<file path="src/rtl/uart_pkg.sv">
// Shared UART definitions: frame FSM encoding and baud/oversampling constants
// used by both the transmitter and the receiver.
package uart_pkg;

    // s_tick pulses per bit period on the shared baud enable.
    localparam int unsigned OVERSAMPLE = 16;

    // Tick counter width: large enough to count the longest stop period.
    localparam int unsigned TICK_W = 5;

    // Receiver: tick within the start bit at which the line is re-sampled
    // to confirm a genuine start (mid-bit).
    localparam int unsigned START_MID_TICK = OVERSAMPLE / 2 - 1;

    // Allowed stop periods, in s_ticks.
    localparam int unsigned STOP_TICK_1   = 16;
    localparam int unsigned STOP_TICK_1P5 = 24;
    localparam int unsigned STOP_TICK_2   = 32;

    typedef enum logic [2:0] {
        ST_IDLE   = 3'd0,
        ST_START  = 3'd1,
        ST_DATA   = 3'd2,
        ST_PARITY = 3'd3,
        ST_STOP   = 3'd4
    } uart_state_e;

    // True when t is one of the supported stop periods.
    function automatic bit stop_tick_valid(input int unsigned t);
        return (t == STOP_TICK_1) || (t == STOP_TICK_1P5) || (t == STOP_TICK_2);
    endfunction

endpackage

</file>
<file path="src/rtl/uart_tx.sv">
// UART transmitter: serialises din_i LSB-first as start, data, optional
// parity and stop bits, paced by the shared 16x s_tick baud enable.
module uart_tx
    import uart_pkg::*;
#(
    parameter int unsigned DATA_WIDTH = 8,
    parameter bit          PARITY_EN  = 1'b0,
    parameter bit          PARITY_ODD = 1'b0,
    parameter int unsigned STOP_TICK  = STOP_TICK_1
) (
    input  logic                  clk,
    input  logic                  rst_i,
    input  logic                  s_tick,
    input  logic                  tx_start_i,
    input  logic [DATA_WIDTH-1:0] din_i,
    output logic                  tx_o,
    output logic                  tx_busy_o,
    output logic                  tx_done_o
);

    localparam int unsigned       BIT_W     = (DATA_WIDTH > 1) ? $clog2(DATA_WIDTH) : 1;
    localparam logic [TICK_W-1:0] LAST_TICK = TICK_W'(OVERSAMPLE - 1);
    localparam logic [TICK_W-1:0] STOP_LAST = TICK_W'(STOP_TICK - 1);
    localparam logic [BIT_W-1:0]  LAST_BIT  = BIT_W'(DATA_WIDTH - 1);

    uart_state_e           state_q, state_d;
    logic [TICK_W-1:0]     tick_q, tick_d;
    logic [BIT_W-1:0]      bit_q, bit_d;
    logic [DATA_WIDTH-1:0] shift_q, shift_d;
    logic                  parity_q, parity_d;
    logic                  tx_q, tx_d;
    logic                  done_q, done_d;

    // State and datapath registers; reset forces the line high immediately.
    always_ff @(posedge clk or posedge rst_i) begin
        if (rst_i) begin
            state_q  <= ST_IDLE;
            tick_q   <= '0;
            bit_q    <= '0;
            shift_q  <= '0;
            parity_q <= 1'b0;
            tx_q     <= 1'b1;
            done_q   <= 1'b0;
        end else begin
            state_q  <= state_d;
            tick_q   <= tick_d;
            bit_q    <= bit_d;
            shift_q  <= shift_d;
            parity_q <= parity_d;
            tx_q     <= tx_d;
            done_q   <= done_d;
        end
    end

    // Next-state logic: frame sequencing, tick/bit counting and shifting.
    always_comb begin
        state_d  = state_q;
        tick_d   = tick_q;
        bit_d    = bit_q;
        shift_d  = shift_q;
        parity_d = parity_q;
        case (state_q)
            ST_IDLE: begin
                if (tx_start_i) begin
                    shift_d  = din_i;
                    tick_d   = '0;
                    parity_d = 1'b0;
                    state_d  = ST_START;
                end
            end
            ST_START: begin
                if (s_tick) begin
                    if (tick_q == LAST_TICK) begin
                        tick_d  = '0;
                        bit_d   = '0;
                        state_d = ST_DATA;
                    end else begin
                        tick_d = tick_q + 1'b1;
                    end
                end
            end
            ST_DATA: begin
                if (s_tick) begin
                    if (tick_q == LAST_TICK) begin
                        tick_d   = '0;
                        parity_d = parity_q ^ shift_q[0];
                        shift_d  = shift_q >> 1;
                        if (bit_q == LAST_BIT) begin
                            state_d = PARITY_EN ? ST_PARITY : ST_STOP;
                        end else begin
                            bit_d = bit_q + 1'b1;
                        end
                    end else begin
                        tick_d = tick_q + 1'b1;
                    end
                end
            end
            ST_PARITY: begin
                if (s_tick) begin
                    if (tick_q == LAST_TICK) begin
                        tick_d  = '0;
                        state_d = ST_STOP;
                    end else begin
                        tick_d = tick_q + 1'b1;
                    end
                end
            end
            ST_STOP: begin
                if (s_tick) begin
                    if (tick_q == STOP_LAST) begin
                        tick_d  = '0;
                        state_d = ST_IDLE;
                    end else begin
                        tick_d = tick_q + 1'b1;
                    end
                end
            end
            default: begin
                tick_d  = '0;
                state_d = ST_IDLE;
            end
        endcase
    end

    // Output logic: line level is decoded from the next state so the
    // registered tx_o changes on the same edge as the state transition.
    always_comb begin
        tx_d = 1'b1;
        case (state_d)
            ST_START:  tx_d = 1'b0;
            ST_DATA:   tx_d = shift_d[0];
            ST_PARITY: tx_d = parity_d ^ PARITY_ODD;
            default:   tx_d = 1'b1;
        endcase
        done_d = (state_q == ST_STOP) && (state_d == ST_IDLE);
    end

    assign tx_o      = tx_q;
    assign tx_busy_o = (state_q != ST_IDLE);
    assign tx_done_o = done_q;

endmodule

</file>
<file path="config.mk">
export PLATFORM = sky130hd
export DESIGN_NAME = uart_tx
export DESIGN_NICKNAME = d
export VERILOG_FILES = /design/src/rtl/uart_pkg.sv /design/src/rtl/uart_tx.sv
export SDC_FILE = /design/constraint.sdc
export NUM_CORES = 1
export LEC_CHECK = 0
export CORE_ASPECT_RATIO = 1.4
export CORE_MARGIN = 2
export CORE_UTILIZATION = 32
export DETAILED_ROUTE_END_ITERATION = 10
export GPL_ROUTABILITY_DRIVEN = 0
export PLACE_DENSITY = 0.53
export SLEW_MARGIN = 20
export SYNTH_ARGS = -nofsm -noshare
export SYNTH_HDL_FRONTEND = slang
export SYNTH_SLANG_ARGS = --single-unit
</file>
<file path="constraint.sdc">
create_clock -name clk -period 4.4 [get_ports clk]
set_clock_uncertainty 0.2 [all_clocks]
set_input_delay 0.66 -clock clk [delete_from_list [all_inputs] [get_ports clk]]
set_output_delay 0.66 -clock clk [all_outputs]
set_load 0.05 [all_outputs]
</file>
==> metrics.txt <==
Simple-Gate Fraction of Synth Area=0.164; chip height=74.7 µm; Mapped Area=1140 µm²; Final Cycle Share=0.668; Critical Path Slowest Stage Cell=clkdlybuf4s50_1; Final ANT Viol Nets=0; Hold Vio Cnt, Final=0; postcts setup bufs=0; starting density of the core=0.335; vias per cell=5.33; CP required=3.54 ns; die area=4070 µm²; CTS root buf=clkbuf_8; grt ovf=0; cts hold-fix bufs=0; htree depth=1; CTS Buf Count=3; critical path class=reg -> out; Setup crit end kind=primary output; area growth from synthesis to layout=18.8%; clk slew on worst S/H paths=0.07 ns; clock sinks=22; post-synthesis mux area share=0.0230; n_diodes=0; DRT iter0 DRCs=11; Yosys cell types=36; Layout fillers=359; FMAX=340 MHz; Largest stage delay, worst path=0.75 ns; maximum VDD drop=0.000240 V; Resized cells post-CTS=0; storage element area=552 µm²; Adder-Cell Fraction of Synth Area=0.0329; first-pass GRT wire length=3.75 mm; post-synthesis compound-gate area fraction=0.239; drt wl/cell=13.5 µm; Final Setup Violations=0; row count=25; FF-to-FF Start=tick_q[0]; antenna violations before repair=0; CTS Buffer Depth=2; status=finished clean; Synth Flop Type=dfrtp_1; relative slew slack=0.446; Core Area=3410 µm²; number of I/O pins=15; Total GRT Usage=0.125; worst skew pair latency=0.25 ns; top-area cell type share of the netlist area=0.461; vias in the first global route=926; static leakage=0.609 nW; Worst Hold Launch=shift_q[7]; top cells by area, synth=dfrtp_1, o21ai_1, a22oi_1; final wirelength=2.21 mm; # DRC=0; share of cells above drive strength 1=0.0976; drt pass-1 iters=4; Crit Path Max Fanout=13; Mapped Nets=124; vias=869; CP startpoint=state_q[1]; Synth Area in XOR/XNOR=0; max_cap viols=0; RSZ-0062 raised after global routing=no; largest net degree at the start of global routing=23; Synth Area per Inst=10.5 µm²; Tightest Pin Transition=0.830 ns; CP cell instances=or3_1 > clkdlybuf4s50_1; final core utilization=0.397; crit start category=flop; Yosys reg bits=22; Total Power=0.637 mW; post-route design area=1360 µm²; post-synthesis sequential area ratio=0.484; family with the most delay on the worst path=buffers and inverters; Die X=54.5 µm; asr flop ratio synth=1.00; Final Max Tran Viols=0; YS warnings=0; Buf+Inv Stages, Crit Path=1; TNS Setup=0 ns; Final Net Count=139; largest family of logic cells by synthesized area=compound AO/OA/AOI/OAI gates; Cells after Synth=109; IO buf count=14; DP Wirelength=1.67 mm; list of most frequent post-synthesis cells=dfrtp_1, o21ai_1, inv_1, a22oi_1; Pwr Density=470 nW/µm²; Worst Hold Class=reg -> reg; post-route insts no fill=163; worst path arrival time=2.08 ns; count leader, synth=dfrtp_1; leading area contributor after synthesis=dfrtp_1; CTS tree=built; multi-input logic area=524 µm²; Post-DP Area=1300 µm²; post-layout min period=2.94 ns; EDFF count, synth=0; number of placed instances, taps included=159
[path summary, 6_finish.rpt]
| check | to | slack [ns] | cells after the start |
|---|---|---|---|
| worst max-delay path | tx_busy_o | 1.46 | 2 |
| worst min-delay path | shift_q[7] | 0.31 | 1 |
| worst max register to register | bit_q[0] | 2.37 | 5 |
| worst min register to register | shift_q[7] | 0.31 | 1 |
| max in group asynchronous | tick_q[3] | 2.82 | 2 |
| min in group asynchronous | bit_q[2] | 0.67 | 2 |
[worst reg2reg max path, stage by stage (launching register included)]
cell and delay, ns:
dfrtp_1 0.40, ha_1 0.27, and4b_4 0.31, nand4_1 0.31
nor2_1 0.30, mux2_4 0.19
[state kept, by name, summed over array words and instances (netlist names)]
signal / cells
tx_o: 1
state_q: 3
tick_q: 5
parity_q: 1
bit_q: 3
shift_q: 8
tx_done_o: 1
[cell type report]
| cell class | instances | share of cell area |
|---|---|---|
| clock buffers | 4 | 0.0406 |
| multi-input cells | 74 | 0.387 |
| well taps | 40 | 0.0369 |
| repair buffers | 14 | 0.103 |
| inverters | 9 | 0.0249 |
| flip-flops and latches | 22 | 0.407 |
[cell usage in the layout, fill, tap and decap left out, drive strengths merged, types with 5 or more instances in the layout]
cell           netlist  routed
dfrtp               21      21
clkdlybuf4s50        0      14
o21ai               14      14
inv                  9       9
nand2                7       7
a22oi                6       6
nor2                 5       5
[layer usage]
layer | global-route usage | share of wire
met1 | 0.136 | 0.45
met2 | 0.222 | 0.51
met3 | 0.0218 | 0.033
met4 | 0.0667 | 0.010
met5 | 0 | 0
[power by group]
| group | leakage [nW] | switching [mW] | total, mW | internal (mW) |
|---|---|---|---|---|
| registers | 0.281 | 0.0528 | 0.313 | 0.260 |
| clock network | 0.0288 | 0.0599 | 0.139 | 0.0795 |
| logic | 0.300 | 0.0992 | 0.185 | 0.0856 |
| total | 0.609 | 0.212 | 0.637 | 0.425 |
[through the flow]
| step | setup slack (ns) | hold WS [ns] |
|---|---|---|
| 2_1_floorplan | 2.53 | 0.263 |
| 3_3_place_gp | 1.78 | 0.289 |
| 3_5_place_dp | 1.75 | 0.286 |
| 4_1_cts | 1.46 | 0.314 |
| 5_1_grt | 1.39 | 0.328 |
| 6_report | 1.46 | 0.306 |
[kinds of logic (layout without fill, tap and decap cells)]
| group | Yosys count | count (layout) |
|---|---|---|
| AOI/OAI and AO/OA | 39 | 39 |
| and+or+nand+nor | 30 | 30 |
| DFF | 22 | 22 |
| buffers and inverters | 13 | 27 |
| adders and majority gates | 3 | 3 |
| muxes | 2 | 2 |
(Power assumes the default switching activity.)
